### config.mk
export PLATFORM = sky130hd
export DESIGN_NAME = fetch_unit_flat
export DESIGN_NICKNAME = d
export VERILOG_FILES = /design/src/rtl/fetch_unit_if.sv /design/src/rtl/fetch_unit.sv /design/src/flat_wrapper.sv
export SDC_FILE = /design/constraint.sdc
export NUM_CORES = 1
export LEC_CHECK = 0
export ABC_AREA = 1
export BUFFER_PORTS_ARGS = -buffer_cell sky130_fd_sc_hd__buf_2
export CAP_MARGIN = 10
export CORE_UTILIZATION = 25
export DETAILED_ROUTE_END_ITERATION = 8
export PLACE_DENSITY = 0.37
export SLEW_MARGIN = 20
export SYNTH_ARGS = -nofsm -noshare
export SYNTH_HDL_FRONTEND = slang
export SYNTH_SLANG_ARGS = --single-unit
### constraint.sdc
create_clock -name clk -period 4.5 [get_ports clk]
set_input_delay 0.225 -clock clk [delete_from_list [all_inputs] [get_ports clk]]
set_output_delay 0.225 -clock clk [all_outputs]
set_load 0.02 [all_outputs]
### src/rtl/fetch_unit_if.sv
// Fetch stage bundle: imem request/grant/response channel, redirect, and decode valid/ready.
interface fetch_unit_if;
    logic        imem_req_o;
    logic [31:0] imem_addr_o;
    logic        imem_gnt_i;
    logic        imem_rvalid_i;
    logic [31:0] imem_rdata_i;
    logic        redirect_i;
    logic [31:0] redirect_pc_i;
    logic        instr_valid_o;
    logic        instr_ready_i;
    logic [31:0] instr_o;
    logic [31:0] pc_o;

    modport master (
        output imem_req_o, imem_addr_o,
        input  imem_gnt_i, imem_rvalid_i, imem_rdata_i,
        input  redirect_i, redirect_pc_i,
        output instr_valid_o, instr_o, pc_o,
        input  instr_ready_i
    );

    modport slave (
        input  imem_req_o, imem_addr_o,
        output imem_gnt_i, imem_rvalid_i, imem_rdata_i,
        output redirect_i, redirect_pc_i,
        input  instr_valid_o, instr_o, pc_o,
        output instr_ready_i
    );
endinterface

### src/rtl/fetch_unit.sv
// Instruction fetch: word-aligned imem requests, in-order responses buffered for decode (response cycle N -> valid N+1).
// Backpressure: requests stop while outstanding + buffered reaches BUF_DEPTH; redirect flushes buffer and in-flight words.
module fetch_unit #(
    parameter logic [31:0] RESET_PC  = 32'h0000_0000,
    parameter int          BUF_DEPTH = 4
) (
    input  logic         clk,
    input  logic         rst_n,
    fetch_unit_if.master bus
);
    localparam int            CW      = $clog2(BUF_DEPTH + 1);
    localparam int            AW      = $clog2(BUF_DEPTH);
    localparam logic [CW-1:0] CNT_ONE = CW'(1);
    localparam logic [CW-1:0] CNT_MAX = CW'(BUF_DEPTH);
    localparam logic [CW:0]   CREDITS = (CW + 1)'(BUF_DEPTH);
    localparam logic [AW-1:0] PTR_ONE = AW'(1);
    localparam logic [31:0]   NOP     = 32'h0000_0013;

    logic [31:0]   fetch_pc_q, fetch_pc_d;
    logic [31:0]   resp_pc_q, resp_pc_d;
    logic [CW-1:0] outst_q, outst_d;
    logic [CW-1:0] discard_q, discard_d;
    logic [CW-1:0] count_q, count_d;
    logic [AW-1:0] wr_ptr_q, wr_ptr_d;
    logic [AW-1:0] rd_ptr_q, rd_ptr_d;
    logic [31:0]   buf_pc_q    [BUF_DEPTH];
    logic [31:0]   buf_instr_q [BUF_DEPTH];

    logic [31:0] redirect_pc;
    logic [CW:0] in_use;
    logic        grant, push, pop, instr_vld;

    assign redirect_pc = {bus.redirect_pc_i[31:2], 2'b00};
    assign in_use      = {1'b0, outst_q} + {1'b0, count_q};

    assign bus.imem_req_o  = rst_n && !bus.redirect_i && (in_use < CREDITS);
    assign bus.imem_addr_o = fetch_pc_q;
    assign grant           = bus.imem_req_o && bus.imem_gnt_i;

    assign instr_vld = (count_q != '0);
    assign push      = bus.imem_rvalid_i && (discard_q == '0) && !bus.redirect_i;
    assign pop       = instr_vld && bus.instr_ready_i && !bus.redirect_i;

    assign bus.instr_valid_o = instr_vld;
    assign bus.instr_o       = instr_vld ? buf_instr_q[rd_ptr_q] : NOP;
    assign bus.pc_o          = instr_vld ? buf_pc_q[rd_ptr_q] : '0;

    always_comb begin
        fetch_pc_d = fetch_pc_q;
        resp_pc_d  = resp_pc_q;
        outst_d    = outst_q;
        discard_d  = discard_q;
        count_d    = count_q;
        wr_ptr_d   = wr_ptr_q;
        rd_ptr_d   = rd_ptr_q;

        if (grant) begin
            fetch_pc_d = fetch_pc_q + 32'd4;
        end
        if (grant && !bus.imem_rvalid_i) begin
            outst_d = outst_q + CNT_ONE;
        end else if (!grant && bus.imem_rvalid_i) begin
            outst_d = outst_q - CNT_ONE;
        end
        if (bus.imem_rvalid_i && (discard_q != '0)) begin
            discard_d = discard_q - CNT_ONE;
        end

        if (push) begin
            resp_pc_d = resp_pc_q + 32'd4;
            wr_ptr_d  = wr_ptr_q + PTR_ONE;
        end
        if (pop) begin
            rd_ptr_d = rd_ptr_q + PTR_ONE;
        end
        if (push && !pop) begin
            count_d = count_q + CNT_ONE;
        end else if (pop && !push) begin
            count_d = count_q - CNT_ONE;
        end

        // Discard never exceeds outstanding, so every word still in flight after
        // this edge (older discards included) is exactly the new discard count.
        if (bus.redirect_i) begin
            fetch_pc_d = redirect_pc;
            resp_pc_d  = redirect_pc;
            discard_d  = outst_d;
            count_d    = '0;
            wr_ptr_d   = '0;
            rd_ptr_d   = '0;
        end
    end

    always_ff @(posedge clk or negedge rst_n) begin
        if (!rst_n) begin
            fetch_pc_q <= RESET_PC;
            resp_pc_q  <= RESET_PC;
            outst_q    <= '0;
            discard_q  <= '0;
            count_q    <= '0;
            wr_ptr_q   <= '0;
            rd_ptr_q   <= '0;
        end else begin
            fetch_pc_q <= fetch_pc_d;
            resp_pc_q  <= resp_pc_d;
            outst_q    <= outst_d;
            discard_q  <= discard_d;
            count_q    <= count_d;
            wr_ptr_q   <= wr_ptr_d;
            rd_ptr_q   <= rd_ptr_d;
        end
    end

    // Payload needs no reset: the head is only visible while count_q != 0.
    always_ff @(posedge clk) begin
        if (push) begin
            buf_pc_q[wr_ptr_q]    <= resp_pc_q;
            buf_instr_q[wr_ptr_q] <= bus.imem_rdata_i;
        end
    end

    assert property (@(posedge clk) disable iff (!rst_n)
        !(push && !pop && (count_q == CNT_MAX)));
endmodule

### src/flat_wrapper.sv
// flat-port wrapper written by rule: the top's interface ports become plain ports
module fetch_unit_flat 
#(
    parameter logic [31:0] RESET_PC  = 32'h0000_0000,
    parameter int          BUF_DEPTH = 4
)
  (clk, rst_n, bus_imem_req_o, bus_imem_addr_o, bus_imem_gnt_i, bus_imem_rvalid_i, bus_imem_rdata_i, bus_redirect_i, bus_redirect_pc_i, bus_instr_valid_o, bus_instr_o, bus_pc_o, bus_instr_ready_i);
  fetch_unit_if bus_i ();
  input  logic clk;
  input  logic rst_n;
  output wire logic [$bits(bus_i.imem_req_o)-1:0] bus_imem_req_o;
  output wire logic [$bits(bus_i.imem_addr_o)-1:0] bus_imem_addr_o;
  input wire logic [$bits(bus_i.imem_gnt_i)-1:0] bus_imem_gnt_i;
  input wire logic [$bits(bus_i.imem_rvalid_i)-1:0] bus_imem_rvalid_i;
  input wire logic [$bits(bus_i.imem_rdata_i)-1:0] bus_imem_rdata_i;
  input wire logic [$bits(bus_i.redirect_i)-1:0] bus_redirect_i;
  input wire logic [$bits(bus_i.redirect_pc_i)-1:0] bus_redirect_pc_i;
  output wire logic [$bits(bus_i.instr_valid_o)-1:0] bus_instr_valid_o;
  output wire logic [$bits(bus_i.instr_o)-1:0] bus_instr_o;
  output wire logic [$bits(bus_i.pc_o)-1:0] bus_pc_o;
  input wire logic [$bits(bus_i.instr_ready_i)-1:0] bus_instr_ready_i;
  assign bus_imem_req_o = bus_i.imem_req_o;
  assign bus_imem_addr_o = bus_i.imem_addr_o;
  assign bus_i.imem_gnt_i = bus_imem_gnt_i;
  assign bus_i.imem_rvalid_i = bus_imem_rvalid_i;
  assign bus_i.imem_rdata_i = bus_imem_rdata_i;
  assign bus_i.redirect_i = bus_redirect_i;
  assign bus_i.redirect_pc_i = bus_redirect_pc_i;
  assign bus_instr_valid_o = bus_i.instr_valid_o;
  assign bus_instr_o = bus_i.instr_o;
  assign bus_pc_o = bus_i.pc_o;
  assign bus_i.instr_ready_i = bus_instr_ready_i;
  fetch_unit #(.RESET_PC(RESET_PC), .BUF_DEPTH(BUF_DEPTH)) u_core (.clk(clk), .rst_n(rst_n), .bus(bus_i));
endmodule
==> flow_metrics.tcl <==
set metrics [dict create \
    rows 87 \
    post_synth.cell_area_avg_um2 10.16 \
    setup_ws_ns 1.250 \
    synthAdderAreaFrac 0.01174 \
    ios 168 \
    worstMarginPinSlew_ns 0.9161 \
    path_class "flip-flop to output port" \
    path_clk_slew_ns 0.06 \
    port_buffers 161 \
    max_stage_delay_ns 0.73 \
    numCtsBuffers 40 \
    min_path_type "input port to flip-flop" \
    layout-drive-gt1-share 0.1562 \
    grt_pass1_vias 10714 \
    slew_headroom 0.3893 \
    grt.total_usage 0.1476 \
    die_w_um 242.8 \
    dp_slack_ns 1.405 \
    clock_latency_ns 0.56 \
    hold_violations 0 \
    status "complete, no violations" \
    max_freq_mhz 307.7 \
    crit_path_max_fanout 86 \
    diodes 0 \
    muxShareOfSynthArea 0 \
    dr.pass1.iters 5 \
    syn-instance-count 1426 \
    grt.overflow.total 0 \
    drt-total-wl_mm 43.30 \
    grt_max_degree 87 \
    wl_per_cell_um 17.84 \
    cts.sinks 321 \
    viasPerCell 4.426 \
    finalSetupViolCount 0 \
    p_leak_nw 6.899 \
    slew_viol_final 0 \
    worstPathRequired_ns 4.28 \
    hold_buffers 56 \
    cts_resized 0 \
    core_mm2 0.05682 \
    worst_setup_path_end_kind "output port" \
    setup_tns_ns 0 \
    nets 1722 \
    busiest_layer "met2" \
    grt_pass1_wl_mm 66.22 \
    gp_congestion 0.8696 \
    synth_top_family_by_area "simple AND/OR/NAND/NOR gates" \
    die_y_um 242.8 \
    cts_tree "built" \
    cp-start-kind "flip-flop" \
    fill_cells 5906 \
    ys_seq_area_frac 0.6398 \
    drtIter0Drc 479 \
    utilization 0.3170 \
    powerDensity_mw_per_mm2 532.9 \
    yosysUniqueCellTypes 44 \
    drv_cap 0 \
    drc 0 \
    layout_commonest_cell "nor2_1" \
    power_w 0.009598 \
    vdd_drop_max_uv 238.5 \
    synth_area_mm2 0.01449 \
    start_util 0.2551 \
    final_cell_mix "nor2_1, edfxtp_1, nand2_1" \
    ys_ff_latch 321 \
    use_met2 0.2421 \
    rsz0062_at_grt "no" \
    crit_chain "clkinv_2 > buf_12 > o21ai_0 > a21oi_1 > buf_2" \
    synth_xor_area_frac 0.03073 \
    vias 10743 \
    use_met3 0.02842 \
    crit_path_top_delay_cell "dfrtp_4" \
    clock_path_buffers 3 \
    post-cts-setup-buffers 0 \
    antenna_found_initial 0 \
    area_growth_pct 24.27 \
    yosys.area_share.simple 0.1878 \
    min_period_ns 3.250 \
    die_area_mm2 0.05894 \
    worstPathArrival_ns 3.03 \
    cts_root_buf "clkbuf_16" \
    fin_crit_sh 0.7223 \
    ctsHtreeMaxLevel 2 \
    skew_ns 0.01824 \
    hold_slack_ns 0.04643 \
    dpl.hpwl_mm 26.84 \
    ys_warn_count 0 \
    synth_compound_area_frac 0.08710 \
    grt_use_met1 0.2005 \
    final_antenna_net_count 0 \
]
[cell families after synthesis]
group,count (synthesis)
xor+xnor,50
compound gates,232
flops,321
other cells,1
simple gates,660
buf+inv,149
fa+ha+maj,13
[worst max-delay path: cells and delay by family, from the launching register on]
kind	cells	cell delay [ns]
AO/OA/AOI/OAI	2	0.40
buffers and inverters	3	1.30
flip-flops	1	0.73
[through the flow]
step / std cells / instance area, um2
CTS: 2427 / 18010
floorplan: 1429 / 14510
detailed placement: 2297 / 16150
global route: 2427 / 18010
finish: 2427 / 18010
global placement: 2297 / 16150
[cell usage after synthesis (all sizes together)]
| library cell | instances | share of area |
|---|---|---|
| nor2 | 321 | 0.086 |
| edfxtp | 248 | 0.51 |
| nand2 | 238 | 0.063 |
| o21ai | 134 | 0.047 |
| inv | 85 | 0.022 |
| dfrtp | 73 | 0.13 |
| a21oi | 64 | 0.022 |
| nand3 | 57 | 0.020 |
| xor2 | 36 | 0.022 |
| buf | 34 | 0.013 |
| clkbuf | 30 | 0.0078 |
| nor3 | 25 | 0.0093 |
| o211ai | 17 | 0.0092 |
| nand4 | 15 | 0.0065 |
| xnor2 | 14 | 0.0085 |
| ha | 12 | 0.010 |
| o221ai | 6 | 0.0036 |
| o311ai | 4 | 0.0024 |
| a31oi | 3 | 0.0013 |
| nand3b | 3 | 0.0024 |
| a22oi | 1 | 0.00052 |
| conb | 1 | 0.00026 |
| fa | 1 | 0.0014 |
| nor4 | 1 | 0.00043 |
| o21bai | 1 | 0.00052 |
| o22ai | 1 | 0.00043 |
| o31ai | 1 | 0.00052 |
[sequential cells by signal (all words and copies together) (netlist names)]
register / flops
u_core.buf_instr_q: 128
u_core.buf_pc_q: 120
u_core.bus.imem_addr_o: 30
u_core.resp_pc_q: 30
u_core.count_q: 3
u_core.discard_q: 3
u_core.outst_q: 3
u_core.rd_ptr_q: 2
u_core.wr_ptr_q: 2
[routing by layer]
metal  share of wire  vias up
met5               0        -
met4           0.016        0
met3           0.041       48
met2            0.47      204
met1            0.48     5218
li1                -     5273
[report_power, final]
part | switching (W) | internal [W] | total (W)
combinational | 0.00183 | 0.000798 | 0.00262
clock | 0.00129 | 0.00191 | 0.00320
sequential | 0.000320 | 0.00346 | 0.00378
[final cells by class]
class	count	area (um2)	area share
timing repair buffer	232	1519	0.08434
clock inverter	20	222.7	0.01237
clock buffer	54	1075	0.05967
inverter	85	325.3	0.01806
sequential	321	9279	0.5152
multi-input combinational	959	4644	0.2579
tap	756	945.9	0.05252
[worst paths after layout]
check                                                 from                                     end  slack (ns)  cells after the start
min in group asynchronous                            rst_n  u_core.bus.imem_addr_o[29]$_DFFE_PN0P_        0.11                      2
setup / recovery            u_core.rd_ptr_q[0]$_DFFE_PN0P_                            bus_pc_o[20]        1.25                      5
setup reg to reg           u_core.discard_q[0]$_DFFE_PN0P_      u_core.buf_instr_q[2][5]$_DFFE_PP_        1.50                      7
hold reg to reg            u_core.discard_q[1]$_DFFE_PN0P_         u_core.discard_q[1]$_DFFE_PN0P_        0.51                      2
max in group asynchronous                            rst_n          u_core.rd_ptr_q[0]$_DFFE_PN0P_        3.27                      3
hold / removal                       bus_redirect_pc_i[25]  u_core.bus.imem_addr_o[25]$_DFFE_PN0P_        0.05                      3
Power figures use the tool's default switching activity.
